**config.mk**
```make
export PLATFORM = sky130hd
export DESIGN_NAME = i2c_txn_sequencer
export DESIGN_NICKNAME = d
export VERILOG_FILES = /design/src/rtl/i2c_seq_pkg.sv /design/src/rtl/i2c_seq_timeout.sv /design/src/rtl/i2c_txn_sequencer.sv
export SDC_FILE = /design/constraint.sdc
export NUM_CORES = 1
export LEC_CHECK = 0
export BUFFER_PORTS_ARGS = -buffer_cell sky130_fd_sc_hd__clkbuf_2
export CAP_MARGIN = 20
export CORE_MARGIN = 10
export CORE_UTILIZATION = 38
export CTS_BUF_LIST = sky130_fd_sc_hd__clkbuf_8
export DETAILED_ROUTE_END_ITERATION = 10
export PLACE_DENSITY = 0.66
export SETUP_SLACK_MARGIN = 0.3
export SLEW_MARGIN = 10
export SYNTH_ARGS = -nofsm -noshare
export SYNTH_HDL_FRONTEND = slang
export SYNTH_SLANG_ARGS = --single-unit
```
**constraint.sdc**
```tcl
create_clock -name clk -period 2.3 [get_ports clk]
set_clock_uncertainty 0.1 [all_clocks]
set_input_delay 0.46 -clock clk [delete_from_list [all_inputs] [get_ports clk]]
set_output_delay 0.46 -clock clk [all_outputs]
set_load 0.01 [all_outputs]
```
**src/rtl/i2c_seq_pkg.sv**
```systemverilog
// Shared types for the I2C transaction sequencer: FSM state encoding and the
// i2c_master command word, plus constructors for the command variants used.
package i2c_seq_pkg;

  localparam int unsigned LEN_W_DEF = 4;
  localparam int unsigned ADDR_W    = 7;
  localparam int unsigned DATA_W    = 8;

  typedef enum logic [2:0] {
    S_IDLE,
    S_CMD_WR,
    S_DATA_WR,
    S_CMD_RD,
    S_RD_BYTE,
    S_WAIT_IDLE,
    S_DONE,
    S_ABORT
  } seq_state_t;

  typedef struct packed {
    logic [ADDR_W-1:0] addr;
    logic              start;
    logic              read;
    logic              write;
    logic              write_multiple;
    logic              stop;
  } i2c_cmd_t;

  function automatic i2c_cmd_t cmd_write(input logic [ADDR_W-1:0] addr, input logic stop);
    i2c_cmd_t c;
    c                = '0;
    c.addr           = addr;
    c.start          = 1'b1;
    c.write_multiple = 1'b1;
    c.stop           = stop;
    return c;
  endfunction

  function automatic i2c_cmd_t cmd_read(input logic [ADDR_W-1:0] addr, input logic start,
                                        input logic stop);
    i2c_cmd_t c;
    c       = '0;
    c.addr  = addr;
    c.start = start;
    c.read  = 1'b1;
    c.stop  = stop;
    return c;
  endfunction

  function automatic i2c_cmd_t cmd_stop_only();
    i2c_cmd_t c;
    c      = '0;
    c.stop = 1'b1;
    return c;
  endfunction

endpackage

```
**src/rtl/i2c_seq_timeout.sv**
```systemverilog
// Handshake watchdog: reloads on clear, counts down while enabled, and flags
// expiry when it reaches zero. TIMEOUT_CYC of 0 disables it.
module i2c_seq_timeout #(
  parameter int unsigned TIMEOUT_CYC = 4096
) (
  input  logic clk,
  input  logic rst,
  input  logic clear,
  input  logic enable,
  output logic expired_c
);

  localparam int unsigned CNT_W = (TIMEOUT_CYC > 0) ? $clog2(TIMEOUT_CYC + 1) : 1;
  localparam logic [CNT_W-1:0] LOAD = CNT_W'(TIMEOUT_CYC);

  logic [CNT_W-1:0] cnt;

  always_ff @(posedge clk) begin
    if (rst || clear) begin
      cnt <= LOAD;
    end else if (enable && (cnt != '0)) begin
      cnt <= cnt - CNT_W'(1);
    end
  end

  assign expired_c = (TIMEOUT_CYC != 0) && (cnt == '0);

endmodule

```
**src/rtl/i2c_txn_sequencer.sv**
```systemverilog
// Drives one i2c_master from a transaction descriptor: issues command words,
// frames the write stream, splits reads into per-byte commands, reports status.
module i2c_txn_sequencer
  import i2c_seq_pkg::*;
#(
  parameter int unsigned LEN_W       = LEN_W_DEF,
  parameter int unsigned TIMEOUT_CYC = 4096
) (
  input  logic              clk,
  input  logic              rst,
  input  logic              desc_valid,
  output logic              desc_ready,
  input  logic [6:0]        desc_addr,
  input  logic              desc_read,
  input  logic [LEN_W-1:0]  desc_len,
  input  logic              desc_stop,
  input  logic [7:0]        wr_tdata,
  input  logic              wr_tvalid,
  output logic              wr_tready,
  output logic [7:0]        rd_tdata,
  output logic              rd_tvalid,
  output logic              rd_tlast,
  input  logic              rd_tready,
  output logic [6:0]        m_cmd_address,
  output logic              m_cmd_start,
  output logic              m_cmd_read,
  output logic              m_cmd_write,
  output logic              m_cmd_write_multiple,
  output logic              m_cmd_stop,
  output logic              m_cmd_valid,
  input  logic              m_cmd_ready,
  output logic [7:0]        m_data_tdata,
  output logic              m_data_tvalid,
  output logic              m_data_tlast,
  input  logic              m_data_tready,
  input  logic [7:0]        s_rd_tdata,
  input  logic              s_rd_tvalid,
  input  logic              s_rd_tlast,
  output logic              s_rd_tready,
  input  logic              m_busy,
  input  logic              m_missed_ack,
  output logic              busy,
  output logic              done,
  output logic              err,
  output logic [LEN_W-1:0]  byte_count
);

  seq_state_t        state;
  i2c_cmd_t          cmd_q;
  logic [6:0]        addr_q;
  logic              stop_q;
  logic [LEN_W-1:0]  len_q;
  logic [LEN_W-1:0]  idx_q;
  logic              err_q;

  logic in_wr, in_rd, last_c, next_last_c;
  logic cmd_hs, data_hs, rd_hs, wait_st;
  logic tmo_clear, tmo_expired;
  logic unused_rd_tlast;

  // The sequencer owns tlast on both streams; the master's own read tlast is not needed.
  assign unused_rd_tlast = s_rd_tlast;

  assign in_wr       = (state == S_DATA_WR);
  assign in_rd       = (state == S_RD_BYTE);
  assign last_c      = (idx_q == LEN_W'(len_q - LEN_W'(1)));
  assign next_last_c = (LEN_W'(idx_q + LEN_W'(1)) == LEN_W'(len_q - LEN_W'(1)));

  // Stream passthrough, gated so every stream output is idle outside its data phase.
  assign wr_tready     = in_wr & m_data_tready;
  assign m_data_tvalid = in_wr & wr_tvalid;
  assign m_data_tdata  = in_wr ? wr_tdata : '0;
  assign m_data_tlast  = in_wr & last_c;

  assign s_rd_tready   = in_rd & rd_tready;
  assign rd_tvalid     = in_rd & s_rd_tvalid;
  assign rd_tdata      = in_rd ? s_rd_tdata : '0;
  assign rd_tlast      = in_rd & last_c;

  assign m_cmd_address        = cmd_q.addr;
  assign m_cmd_start          = cmd_q.start;
  assign m_cmd_read           = cmd_q.read;
  assign m_cmd_write          = cmd_q.write;
  assign m_cmd_write_multiple = cmd_q.write_multiple;
  assign m_cmd_stop           = cmd_q.stop;

  assign cmd_hs  = m_cmd_valid & m_cmd_ready;
  assign data_hs = m_data_tvalid & m_data_tready;
  assign rd_hs   = rd_tvalid & rd_tready;
  assign wait_st = (state == S_CMD_WR) || (state == S_DATA_WR) || (state == S_CMD_RD) ||
                   (state == S_RD_BYTE) || (state == S_WAIT_IDLE);

  // Any progress restarts the watchdog; it only runs while waiting on the master.
  assign tmo_clear = !wait_st | cmd_hs | data_hs | rd_hs;

  i2c_seq_timeout #(.TIMEOUT_CYC(TIMEOUT_CYC)) u_timeout (
    .clk       (clk),
    .rst       (rst),
    .clear     (tmo_clear),
    .enable    (wait_st),
    .expired_c (tmo_expired)
  );

  always_ff @(posedge clk) begin
    if (rst) begin
      state       <= S_IDLE;
      cmd_q       <= '0;
      m_cmd_valid <= 1'b0;
      addr_q      <= '0;
      stop_q      <= 1'b0;
      len_q       <= '0;
      idx_q       <= '0;
      err_q       <= 1'b0;
      desc_ready  <= 1'b1;
      busy        <= 1'b0;
      done        <= 1'b0;
      err         <= 1'b0;
      byte_count  <= '0;
    end else begin
      if ((state != S_IDLE) && m_missed_ack) err_q <= 1'b1;

      case (state)
        S_IDLE: begin
          if (desc_valid && desc_ready) begin
            addr_q     <= desc_addr;
            len_q      <= desc_len;
            idx_q      <= '0;
            err_q      <= 1'b0;
            desc_ready <= 1'b0;
            busy       <= 1'b1;
            if (desc_len == '0) begin
              // Illegal length: no bus traffic, finish through a no-wait WAIT_IDLE.
              err_q  <= 1'b1;
              stop_q <= 1'b0;
              state  <= S_WAIT_IDLE;
            end else if (desc_read) begin
              stop_q      <= desc_stop;
              cmd_q       <= cmd_read(desc_addr, 1'b1, desc_stop && (desc_len == LEN_W'(1)));
              m_cmd_valid <= 1'b1;
              state       <= S_CMD_RD;
            end else begin
              stop_q      <= desc_stop;
              cmd_q       <= cmd_write(desc_addr, desc_stop);
              m_cmd_valid <= 1'b1;
              state       <= S_CMD_WR;
            end
          end
        end

        S_CMD_WR, S_CMD_RD: begin
          if (cmd_hs) begin
            m_cmd_valid <= 1'b0;
            cmd_q       <= '0;
            state       <= (state == S_CMD_WR) ? S_DATA_WR : S_RD_BYTE;
          end else if (tmo_expired) begin
            m_cmd_valid <= 1'b0;
            cmd_q       <= '0;
            err_q       <= 1'b1;
            state       <= S_ABORT;
          end
        end

        S_DATA_WR: begin
          if (data_hs) begin
            idx_q <= idx_q + LEN_W'(1);
            if (last_c) state <= S_WAIT_IDLE;
          end else if (tmo_expired) begin
            err_q <= 1'b1;
            state <= S_ABORT;
          end
        end

        S_RD_BYTE: begin
          if (rd_hs) begin
            idx_q <= idx_q + LEN_W'(1);
            if (last_c) begin
              state <= S_WAIT_IDLE;
            end else begin
              cmd_q       <= cmd_read(addr_q, 1'b0, stop_q && next_last_c);
              m_cmd_valid <= 1'b1;
              state       <= S_CMD_RD;
            end
          end else if (tmo_expired) begin
            err_q <= 1'b1;
            state <= S_ABORT;
          end
        end

        S_WAIT_IDLE: begin
          if (!stop_q || !m_busy) begin
            done       <= 1'b1;
            err        <= err_q | m_missed_ack;
            byte_count <= idx_q;
            state      <= S_DONE;
          end else if (tmo_expired) begin
            err_q <= 1'b1;
            state <= S_ABORT;
          end
        end

        // Stop-only command; presented one cycle after any prior command was withdrawn.
        S_ABORT: begin
          if (!m_cmd_valid) begin
            cmd_q       <= cmd_stop_only();
            m_cmd_valid <= 1'b1;
          end else if (m_cmd_ready) begin
            cmd_q       <= '0;
            m_cmd_valid <= 1'b0;
            done        <= 1'b1;
            err         <= 1'b1;
            byte_count  <= idx_q;
            state       <= S_DONE;
          end
        end

        S_DONE: begin
          done       <= 1'b0;
          err        <= 1'b0;
          byte_count <= '0;
          busy       <= 1'b0;
          err_q      <= 1'b0;
          desc_ready <= 1'b1;
          state      <= S_IDLE;
        end

        default: state <= S_IDLE;
      endcase
    end
  end

endmodule

```
Word level (Yosys, flattened, before mapping) --
Index checks and enable logic that the tools add are counted.
Operators by class: add/subtract/negate cells 3, equality and inequality tests 21, mux-type cells 63, bitwise gates (word level) 13, reductions and logical operators 31
Operator list (count):
- 12-bit 2-to-1 mux | 8
- 12-bit case mux with 4 select lines | 1
- 3-bit 2-to-1 mux | 12
- 4-bit 2-to-1 mux | 7
- 4-bit case mux with 3 select lines | 2
- 1-bit 2-to-1 mux | 23
- 3-bit case mux with 7 select lines | 1
- 8-bit 2-to-1 mux | 2
- 13-bit logical NOT | 1
- 13-bit nonzero test | 1
- 13-bit by 1-bit subtractor with 13-bit output (second input constant) | 1
- 3-bit equality test (second input constant) | 4
- 4-bit AND reduction | 3
- 2-bit != test (second input constant) | 5
- 1-bit bitwise AND | 9
- 3-bit != test (second input constant) | 3
- 3-bit nonzero test | 3
- 4-bit equality test | 2
- 7-bit AND reduction | 1
- 3-bit by 2-bit equality test with 1-bit output (second input constant) | 2
- 1-bit logical OR | 6
- 2-bit by 1-bit != test with 1-bit output (second input constant) | 3
- 1-bit case mux with 3 select lines | 2
- 1-bit case mux with 6 select lines | 1
- other kinds (17) | 28
Storage, ports and cells: flip-flop bits (word level) 54, output and inout bits 43, word-level logic and storage cells 150

Depth between registers and ports, before layout --
Gate-level depths: netlist of the first run.
word-level depth 10, mapped depth 9, gate-level depth less buffers 7

Cells and area by module --
Synthesis of the first run repeated with hierarchy kept, for this count alone.
Second synthesis, totals: cell total of the unflattened synthesis 428, area, all modules 3389.5 µm²
By module, submodules not included:
- i2c_txn_sequencer | instances 1, cells an instance 345, area each 2708.8 µm²
- i2c_seq_timeout | instances 1, cells an instance 83, area each 680.7 µm²

Least setup slack after synthesis of the first run --
Ideal clock, no wire load.
path type reg-to-reg, from register len_q[0], to register cmd_q (netlist bit m_cmd_address[5]), arrival time 1.797 ns, data required time 2.066 ns, setup slack 0.269 ns, cell stages (with the launch flop) 9, buffers on the path 1, clock period less this slack 2.031 ns, cell sequence dfxtp_1 inv_1 ha_1 xor2_1 nand3_1 o41a_1 buf_2 a21oi_1 a211oi_1
On the way: word-level cells in the longest chain between the ends 4
Ends and longest elaborated chain:
- from (decl) | line i2c_txn_sequencer.sv:52 | logic [LEN_W-1:0] len_q;
- from (signal assigned) | line i2c_txn_sequencer.sv:126 | len_q <= desc_len;
- 4-bit by 1-bit subtractor with 4-bit output | line i2c_txn_sequencer.sv:66 | assign last_c = (idx_q == LEN_W'(len_q - LEN_W'(1)));
- 4-bit equality test | line i2c_txn_sequencer.sv:66
- 2-bit != test (no source line)
- 7-bit AND reduction (no source line)
- to (signal assigned) | line i2c_txn_sequencer.sv:138 | cmd_q <= cmd_read(desc_addr, 1'b1, desc_stop && (desc_len == LEN_W'(1)));
- to (signal assigned) | line i2c_txn_sequencer.sv:143 | cmd_q <= cmd_write(desc_addr, desc_stop);
- to (signal assigned) | line i2c_txn_sequencer.sv:179 | cmd_q <= cmd_read(addr_q, 1'b0, stop_q && next_last_c);
- to (decl) | line i2c_txn_sequencer.sv:49 | i2c_cmd_t cmd_q;
No other way between the ends. A chain may end at the register's enable or synchronous reset.

Worst setup path in the final report of the first run --
from register len_q[0], to output rd_tlast
On the way: word-level cells in the longest chain between the ends 3
Ends and longest elaborated chain:
- 4-bit by 1-bit subtractor with 4-bit output | line i2c_txn_sequencer.sv:66
- 4-bit equality test | line i2c_txn_sequencer.sv:66
- 1-bit bitwise AND | line i2c_txn_sequencer.sv:78 | assign rd_tlast = in_rd & last_c;
- to (decl) | line i2c_txn_sequencer.sv:22 | output logic rd_tlast,
No other way between the ends.

==> run summary, run 1 <==
### Outcome
* status: finished, final reports clean

### Place
* Port-buffer cells: 80
* Post-DP Area: 3690 sq um
* gpl congestion: 0.827
* setup slack after placement: 133 ps
* half-perimeter wire length after placement: 6790 um

### Global route
* largest net degree at the start of global routing: 27
* initial antenna violation count: 0
* global-route total usage across every layer: 0.154
* first-pass GRT wire length: 15100 um
* number of global-route vias before repair: 3039
* final global-route overflow total: 0

### Routing
* detailed-route wire length: 10400 um
* routed vias: 3349
* via/cell ratio: 5.50
* post-route ant nets: 0
* number of detailed-routing iterations run before antenna repair: 4
* Remaining DRCs: 0
* post-detailed-route wirelength per cell: 17.1 um
* starting DRC count in detailed routing: 134

### Layout
* post-route cell area: 4590 sq um
* antenna fix cells: 0
* synthesis-to-layout area growth: 51.2%
* count of filler cells inserted in the layout: 717
* net total in the final layout: 549
* share of final-layout standard cells stronger than drive strength 1: 0.450

### Clock tree
* clock input transition at the sequential cells of the worst setup and hold paths: 110 ps
* number of buffers on the longest clock path: 2
* Skew-Pair Late Insertion Delay: 320 ps
* cell chosen for the clock root: sky130_fd_sc_hd__clkbuf_8
* clock tree from TritonCTS: built
* deepest level of the CTS H-tree: 2
* CTS buffer count: 5
* clock net sink count: 53

### Floorplanning
* starting utilization of the core area: 0.391
* die outline height: 109 um
* core box area: 7770 sq um
* Top-Level Pins: 83
* x dimension of the die: 109 um
* Die Outline Area: 12000 sq um
* placement row count: 32

### Critical path
* register-to-register setup slack: 100 ps
* crit start category: flip-flop
* Crit path buffers/inverters: 2
* maximum net fanout on the critical path: 3
* Max stage delay on crit path: 360 ps
* CP arrival: 1720 ps
* CP endpoint kind: output pin
* Max stage delay cell, worst path: sky130_fd_sc_hd__dfxtp_2
* WP data required: 1740 ps
* cell family with the largest share of critical-path delay: simple AND/OR/NAND/NOR gates
* critical-path cell list: inv_2 > ha_4 > xor2_2 > and3_4 > nand2_2 > nor3_2 > buf_2
* critical setup path kind: flip-flop to output pin

### STA
* final critical-path share of the clock period: 0.992
* Setup Viol. Count Final: 0
* final max-slew violation count: 0
* hold violation total from the final report: 0
* Peak Freq: 0.438 GHz
* unrepaired setup endpoints after global routing: true
* time the worst path needs with I/O delays and setup: 2280 ps
* Final WS setup: 19.2 ps
* Least-Margin Pin Slew: 592 ps
* worst hold margin: 273 ps
* final setup TNS: 0 ps
* worst rel slew slack: 0.603

### Logic synthesis
* Post-Syn Area per Cell: 7.89 sq um
* cell accounting for the most synthesized area: sky130_fd_sc_hd__dfxtp_1
* Yosys warning total: 0
* fraction of registers with async set/reset: 0
* count of cell types in the netlist: 63
* Mapped Area: 3040 sq um
* number of enable-type register cells in the synthesized netlist: 0
* Post-Syn Nets: 428
* share of the yosys chip area belonging to registers: 0.349
* cell count after synthesis: 385
* post-synthesis sequential element count: 53
* top cells by count, synth: sky130_fd_sc_hd__dfxtp_1 (53), sky130_fd_sc_hd__nand2_1 (46), sky130_fd_sc_hd__a21oi_1 (45)
* most repeated cell in the gate-level netlist after synthesis: sky130_fd_sc_hd__dfxtp_1
* prevailing post-synth register cell: sky130_fd_sc_hd__dfxtp_1
* biggest area contributors in the synthesized netlist: sky130_fd_sc_hd__dfxtp_1 (35%), sky130_fd_sc_hd__a21oi_1 (7.4%), sky130_fd_sc_hd__nand2_1 (5.7%)
* portion of synthesized cell area occupied by the leading cell type: 0.349

### Pwr
* power per cell area: 1480 nW/um^2
* static leakage power: 1.92 nW
* worst vdd rail ir drop: 508 uV

### Flow run
* max capacitance violation total: 0

### Min path
* Hold Path Class: input port to flip-flop

==> registers in the layout, summed over array words and instances (netlist names), 3 cells and up <==
name / flops
u_timeout.cnt: 13
addr_q: 7
m_cmd_address: 7
byte_count: 4
idx_q: 4
len_q: 4
state: 3
==> worst reg2reg max path, delay by kind of cell (launching register included) <==
family,cells,cell delay (ps)
AOI/OAI and AO/OA,2,610
buffers and inverters,5,540
and+or+nand+nor,1,80
xor gates and xnor gates,1,160
DFF,1,360
adders and majority gates,1,270
==> report_power, final <==
group	switching (mW)	internal, mW
Sequential	0.301	1.23
Clock	0.330	0.222
Combinational	2.38	2.35
Total	3.01	3.80
==> routing by layer <==
metal / global-route usage / vias up / share of wire
li1: - / 1638 / -
met1: 0.195 / 1577 / 0.40
met2: 0.258 / 115 / 0.52
met3: 0.0357 / 19 / 0.063
met4: 0.0362 / 0 / 0.015
met5: 0 / - / 0
==> layout make-up <==
cell class                 count  area [sq um]  share of cell area
clock buffer                   5          68.8              0.0150
clock inverter                 3          26.3             0.00572
inverter                       9          33.8             0.00735
multi-input combinational    298          2220               0.482
sequential                    53          1080               0.235
tap                          102           128              0.0278
timing repair buffer         139          1040               0.227
==> path summary, 6_finish.rpt <==
check	depth (start not counted)	start	end
min	3	desc_addr[3]	addr_q[3]
max	7	len_q[0]	rd_tlast
max reg2reg	10	len_q[0]	state[2]
min reg2reg	2	err	err
==> stage by stage <==
step	power (mW)	utilization	instances
after global routing	7.31	0.591	609
final	6.81	0.591	609
after CTS	5.76	0.521	593
after detailed placement	4.78	0.475	568
after floorplan	3.72	-	385
after global placement	4.71	0.475	568
==> cells in the final DEF, fill, tap and decap left out, types with 4 or more instances in the layout <==
cell	netlist	final
sky130_fd_sc_hd__and2_4	0	11
sky130_fd_sc_hd__nand4_1	4	4
sky130_fd_sc_hd__a21oi_4	0	4
sky130_fd_sc_hd__buf_4	2	44
sky130_fd_sc_hd__a211oi_1	10	5
sky130_fd_sc_hd__nand3_1	15	13
sky130_fd_sc_hd__nor2b_1	4	4
sky130_fd_sc_hd__dfxtp_2	0	8
sky130_fd_sc_hd__buf_6	0	30
sky130_fd_sc_hd__nand2_1	46	45
sky130_fd_sc_hd__clkbuf_2	0	58
sky130_fd_sc_hd__inv_1	8	6
sky130_fd_sc_hd__o21ai_0	14	12
sky130_fd_sc_hd__xnor2_1	7	6
sky130_fd_sc_hd__a21oi_1	45	38
sky130_fd_sc_hd__dfxtp_1	53	43
sky130_fd_sc_hd__nor2_1	23	22
sky130_fd_sc_hd__mux2i_1	5	5
sky130_fd_sc_hd__nor3_1	16	13
sky130_fd_sc_hd__a22oi_1	5	5
sky130_fd_sc_hd__and3_4	0	11
sky130_fd_sc_hd__xor2_1	8	5
sky130_fd_sc_hd__clkbuf_8	0	5
sky130_fd_sc_hd__a211oi_2	0	5
sky130_fd_sc_hd__o22ai_1	8	8
==> kinds of logic (layout without fill, tap and decap cells) <==
group                    count (synthesis)  in the layout  synth area share
flip-flops                              53             53             0.349
multiplexers                             5              5            0.0165
other                                    1              1           0.00123
XOR/XNOR                                16             16            0.0506
adder cells (fa/ha/maj)                  4              4            0.0156
AND/OR/NAND/NOR                        161            161             0.275
AO/OA/AOI/OAI                          111            111             0.246
buffers and inverters                   34            156            0.0465
==> timing repair <==
item	4_1_cts	5_1_grt
endpoints found under the hold margin	0	0
pin swaps	5	22
gates resized for setup	38	110
endpoints found under the setup margin	49	68
hold buffers	0	0
setup buffers	16	15
cloned	1	1
Power figures use the tool's default switching activity.
==> run 2: changes to the inputs <==
- RECOVER_POWER: default -> 100
==> run 2 against run 1 <==
Sequential cell count stayed put. Sequential power hardly changed. Sequential share of layout area increased by 0.53 points. Register-to-register slack worse by 30 ps. Critical path type unchanged.
==> run summary, run 2 (synthesized netlist as in run 1, its figures left out) <==
### Floorplanning
* Die Outline Area: 12000 sq um
* die outline height: 109 um
* Top-Level Pins: 83
* placement row count: 32
* x dimension of the die: 109 um
* starting utilization of the core area: 0.391
* core box area: 7770 sq um

### Clock tree
* cell chosen for the clock root: sky130_fd_sc_hd__clkbuf_8
* number of buffers on the longest clock path: 2
* hold-fix buffer count after cts: 0
* deepest level of the CTS H-tree: 2
* clock input transition at the sequential cells of the worst setup and hold paths: 110 ps
* CTS buffer count: 5
* clock net sink count: 53
* clock tree from TritonCTS: built
* Skew-Pair Late Insertion Delay: 310 ps

### Critical path
* CP endpoint kind: output pin
* CP arrival: 1720 ps
* launch point of the worst reg-to-reg path: state[2]
* crit start category: flip-flop
* Crit path buffers/inverters: 2
* maximum net fanout on the critical path: 3
* WP data required: 1740 ps
* cell family with the largest share of critical-path delay: simple AND/OR/NAND/NOR gates
* Max stage delay on crit path: 350 ps
* critical-path cell list: inv_2 > ha_4 > xor2_2 > and3_4 > nand2_2 > nor3_2 > buf_2
* register-to-register setup slack: 70 ps
* critical path launch point: len_q[0]
* Max stage delay cell, worst path: sky130_fd_sc_hd__dfxtp_2
* critical setup path kind: flip-flop to output pin

### Global route
* largest net degree at the start of global routing: 27
* number of global-route vias before repair: 3039
* initial antenna violation count: 0
* first-pass GRT wire length: 15100 um
* final global-route overflow total: 0
* global-route total usage across every layer: 0.154

### STA
* time the worst path needs with I/O delays and setup: 2280 ps
* hold violation total from the final report: 0
* Peak Freq: 0.439 GHz
* worst hold margin: 274 ps
* Least-Margin Pin Slew: 713 ps
* worst rel slew slack: 0.524
* unrepaired setup endpoints after global routing: true
* Final WS setup: 23.2 ps
* final critical-path share of the clock period: 0.990
* final max-slew violation count: 0
* Setup Viol. Count Final: 0

### Layout
* antenna fix cells: 0
* most flop-heavy register: u_timeout.cnt
* most common cell after layout, fill and taps aside: sky130_fd_sc_hd__nand2_1
* synthesis-to-layout area growth: 47.3%
* share of final-layout standard cells stronger than drive strength 1: 0.377
* number of flip-flops in the largest register: 13
* count of filler cells inserted in the layout: 745
* post-route cell area: 4480 sq um
* net total in the final layout: 549
* Non-Filler Instances: 609
* commonest cells after routing, fill and taps aside: sky130_fd_sc_hd__nand2_1 (45), sky130_fd_sc_hd__dfxtp_1 (44), sky130_fd_sc_hd__buf_4 (43)

### Pwr
* part of the total power dissipated in combinational logic: 0.688
* net switching power of the design: 2.99 mW
* Switching Fraction: 0.450
* internal power of the cells: 3.65 mW
* portion of total power attributed to the clock network: 0.083
* power per cell area: 1480 nW/um^2
* sequential fraction of design power: 0.229
* static leakage power: 1.83 nW
* worst vdd rail ir drop: 499 uV
* Overall Power: 6.63 mW

### Place
* Post-DP Area: 3690 sq um
* cell count after placement: 568
* setup slack after placement: 133 ps
* gpl congestion: 0.827
* Port-buffer cells: 80
* half-perimeter wire length after placement: 6790 um

### Routing
* post-route ant nets: 0
* number of detailed-routing iterations run before antenna repair: 5
* detailed-route wire length: 10500 um
* routed vias: 3380
* Remaining DRCs: 0
* post-detailed-route wirelength per cell: 17.3 um
* starting DRC count in detailed routing: 127
* via/cell ratio: 5.55

### Min path
* Hold Path Class: input port to flip-flop
* Worst Min Path Start: desc_addr[3]

### Outcome
* status: finished, final reports clean

### Flow run
* max capacitance violation total: 0

run 2: changes by cell type in the layout (fill, tap and decap cells not counted), sizes merged:
cell / previous run / this run
buf: 81 / 76
clkbuf: 63 / 68
run 2: worst paths after layout:
path,end,cells past startpoint
worst min-delay path,addr_q[3],3
worst min register to register,err,2
worst max register to register,u_timeout.cnt[1],6
worst max-delay path,rd_tlast,7
run 2: power by group through the flow:
stage | Sequential (mW) | Clock [mW] | Combinational, mW
after floorplan | 1.46 | 0 | 2.25
after global placement | 1.48 | 0 | 3.23
after detailed placement | 1.49 | 0 | 3.29
after CTS | 1.47 | 0.568 | 3.72
after global routing | 1.56 | 0.604 | 4.97
final | 1.52 | 0.551 | 4.56
run 2: metrics by stage:
stage | util | TNS (ps)
3_5_place_dp | 0.475 | 0
5_1_grt | 0.577 | -355
3_3_place_gp | 0.475 | 0
4_1_cts | 0.521 | -36.4
6_report | 0.577 | 0
2_1_floorplan | - | 0
run 2: worst register-to-register path, stage by stage (launching register included):
cell and delay (ps):
sky130_fd_sc_hd__dfxtp_1 390, sky130_fd_sc_hd__buf_8 140, sky130_fd_sc_hd__buf_4 170, sky130_fd_sc_hd__nand4b_1 230, sky130_fd_sc_hd__a21oi_2 340, sky130_fd_sc_hd__or2_0 620, sky130_fd_sc_hd__a211oi_1 100
run 2: what timing repair did:
item,4_1_cts,5_1_grt
gates resized for setup,38,110
setup endpoints to repair,49,68
cloned,1,1
pin swaps,5,22
buffers inserted,16,15
run 2: final cells by class:
cell class / instances / area, sq um / area share
inverter: 9 / 33.8 / 0.00754
timing repair buffer: 139 / 987 / 0.220
tap: 102 / 128 / 0.0285
sequential: 53 / 1070 / 0.240
clock buffer: 5 / 68.8 / 0.0154
multi-input combinational: 298 / 2160 / 0.482
clock inverter: 3 / 26.3 / 0.00587
run 2: per-layer routing:
layer / global-route usage / share of wire / vias up / wire length, um
li1: - / - / 1643 / -
met1: 0.195 / 0.40 / 1592 / 4230
met2: 0.258 / 0.52 / 124 / 5420
met3: 0.0357 / 0.066 / 21 / 696
met4: 0.0362 / 0.016 / 0 / 165
met5: 0 / 0 / - / 0
==> run 3: changes to the inputs <==
--- a/config.mk
+++ b/config.mk
@@ -9,3 +9,2 @@
 export CAP_MARGIN = 20
-export CORE_MARGIN = 10
 export CORE_UTILIZATION = 38
==> constraint.sdc (replaced) <==
create_clock -name clk -period 2.3 [get_ports clk]
set_clock_uncertainty 0.1 [all_clocks]
set_input_delay 0 -clock clk [delete_from_list [all_inputs] [get_ports clk]]
set_output_delay 0 -clock clk [all_outputs]
set_load 0.01 [all_outputs]
==> run 3 against run 2 <==
Sequential power is essentially flat. Setup slack gained 140 ps. Sequential cell count is the same. Critical path type is now flip-flop to flip-flop. First-iteration DRC count grew 100%. Critical endpoint is now m_cmd_stop. Non-clock buffer count shrank 3. Final cell count shrank 0.33%. Register-to-register slack gained 90 ps. Cell area shrank 5.4%. Critical path depth grew 1. Hold slack lost 240 ps. Die area shrank 30%.
==> run summary, run 3 (synthesized netlist as in run 1, its figures left out) <==
### Outcome
* status: finished, final reports clean

### Place
* half-perimeter wire length after placement: 6150 um
* cell count after placement: 566
* gpl congestion: 0.886
* Port-buffer cells: 80

### Layout
* share of final-layout standard cells stronger than drive strength 1: 0.283
* antenna fix cells: 0
* Non-Filler Instances: 607
* commonest cells after routing, fill and taps aside: sky130_fd_sc_hd__clkbuf_2 (50), sky130_fd_sc_hd__dfxtp_1 (49), sky130_fd_sc_hd__nand2_1 (45)
* number of flip-flops in the largest register: 13
* net total in the final layout: 547
* most flop-heavy register: u_timeout.cnt
* synthesis-to-layout area growth: 39.4%
* most common cell after layout, fill and taps aside: sky130_fd_sc_hd__clkbuf_2

### Global route
* largest net degree at the start of global routing: 39
* final global-route overflow total: 0
* initial antenna violation count: 0
* global-route total usage across every layer: 0.214
* first-pass GRT wire length: 14600 um
* number of global-route vias before repair: 3111

### Routing
* post-route ant nets: 0
* detailed-route wire length: 9070 um
* starting DRC count in detailed routing: 256
* via/cell ratio: 5.40
* Remaining DRCs: 0
* number of detailed-routing iterations run before antenna repair: 4
* routed vias: 3279
* post-detailed-route wirelength per cell: 14.9 um

### Critical path
* CP arrival: 2250 ps
* WP data required: 2410 ps
* critical setup path kind: flip-flop to flip-flop
* CP endpoint kind: flip-flop
* crit start category: flip-flop
* maximum net fanout on the critical path: 5

### Pwr
* internal power of the cells: 3.15 mW
* Switching Fraction: 0.465
* part of the total power dissipated in combinational logic: 0.645
* Overall Power: 5.90 mW
* sequential fraction of design power: 0.258
* static leakage power: 1.73 nW
* net switching power of the design: 2.74 mW
* worst vdd rail ir drop: 531 uV
* power per cell area: 1390 nW/um^2
* portion of total power attributed to the clock network: 0.097

### STA
* final max-slew violation count: 0
* final setup TNS: 0 ps
* hold violation total from the final report: 0
* unrepaired setup endpoints after global routing: true
* final critical-path share of the clock period: 0.930
* Least-Margin Pin Slew: 664 ps
* worst rel slew slack: 0.554
* Setup Viol. Count Final: 0
* time the worst path needs with I/O delays and setup: 2140 ps
* Peak Freq: 0.468 GHz

### Floorplanning
* die outline height: 91.4 um
* Top-Level Pins: 83
* starting utilization of the core area: 0.393
* core box area: 7730 sq um
* x dimension of the die: 91.4 um
* Die Outline Area: 8360 sq um
* placement row count: 32

### Clock tree
* Skew-Pair Late Insertion Delay: 310 ps
* cell chosen for the clock root: sky130_fd_sc_hd__clkbuf_8
* clock tree from TritonCTS: built
* deepest level of the CTS H-tree: 2
* clock net sink count: 53
* number of buffers on the longest clock path: 2
* clock input transition at the sequential cells of the worst setup and hold paths: 100 ps
* CTS buffer count: 5

### Flow run
* max capacitance violation total: 0

### Min path
* Hold Path Class: input port to flip-flop

run 3: changes by cell type in the layout (fill, tap and decap cells not counted), moves of 3 or more:
cell                            delta
sky130_fd_sc_hd__dfxtp_2           -6
sky130_fd_sc_hd__buf_6            -22
sky130_fd_sc_hd__dfxtp_1           +5
sky130_fd_sc_hd__buf_2             -3
sky130_fd_sc_hd__and3_1            +3
sky130_fd_sc_hd__clkbuf_2         +10
sky130_fd_sc_hd__and2_0            +3
sky130_fd_sc_hd__dlygate4sd3_1    +15
sky130_fd_sc_hd__and3_4            -3
sky130_fd_sc_hd__buf_4            -13
sky130_fd_sc_hd__and2_4            -4
sky130_fd_sc_hd__clkbuf_1         +14
run 3: metal layers:
| metal | vias to the layer above | routed length [um] | global-route usage |
|---|---|---|---|
| met5 | - | 0 | 0 |
| met3 | 10 | 414 | 0.0377 |
| met4 | 0 | 94 | 0.0569 |
| met2 | 81 | 4580 | 0.372 |
| li1 | 1647 | - | - |
| met1 | 1541 | 3980 | 0.270 |
run 3: final cells by class:
class                           instances  area, sq um
Clock inverter                          2         16.3
Sequential cell                        53         1070
Tap cell                              102          128
Clock buffer                            6         82.6
Inverter                                9         37.5
Fill cell                             742         3490
Timing Repair Buffer                  136          817
Multi-Input combinational cell        299         2080
run 3: path summary, 6_finish.rpt:
kind	from	end	slack (ps)	depth (start not counted)
max	len_q[1]	m_cmd_stop	160	8
min	m_cmd_ready	u_timeout.cnt[12]	30	5
max reg2reg	len_q[1]	m_cmd_stop	160	8
min reg2reg	byte_count[1]	byte_count[1]	360	2
run 3: power by group through the flow:
| stage | sequential [mW] | clock, mW | combinational [mW] |
|---|---|---|---|
| after CTS | 1.48 | 0.589 | 3.41 |
| after global routing | 1.56 | 0.625 | 4.18 |
| after detailed placement | 1.49 | 0 | 3.20 |
| final | 1.52 | 0.569 | 3.80 |
| after floorplan | 1.46 | 0 | 2.25 |
| after global placement | 1.48 | 0 | 3.12 |
run 3: worst max-delay path, stage by stage (launching register included):
cell and delay (ps):
sky130_fd_sc_hd__dfxtp_1 400, sky130_fd_sc_hd__inv_2 70, sky130_fd_sc_hd__ha_4 280, sky130_fd_sc_hd__xor2_2 180, sky130_fd_sc_hd__nand3_2 140, sky130_fd_sc_hd__o41ai_4 410
sky130_fd_sc_hd__buf_4 200, sky130_fd_sc_hd__nor2_4 50, sky130_fd_sc_hd__a41o_1 200
run 3: per-stage QoR:
step | hold WS, ps | area, sq um | util | setup slack, ps
3_3_place_gp | 141 | 3660 | 0.474 | 161
4_1_cts | 16.5 | 4010 | 0.519 | 213
2_1_floorplan | 28.4 | 3060 | - | 302
6_report | 33.6 | 4240 | 0.548 | 162
3_5_place_dp | 154 | 3660 | 0.474 | 104
5_1_grt | 83.6 | 4240 | 0.548 | 80.6
run 3: what timing repair did:
item / in CTS / in global routing
endpoints found under the hold margin: 19 / 0
pin swaps: 6 / 8
hold buffers: 15 / 0
setup endpoints to repair: 19 / 44
buffers inserted: 5 / 12
gates resized for setup: 14 / 56
cloned: 0 / 1
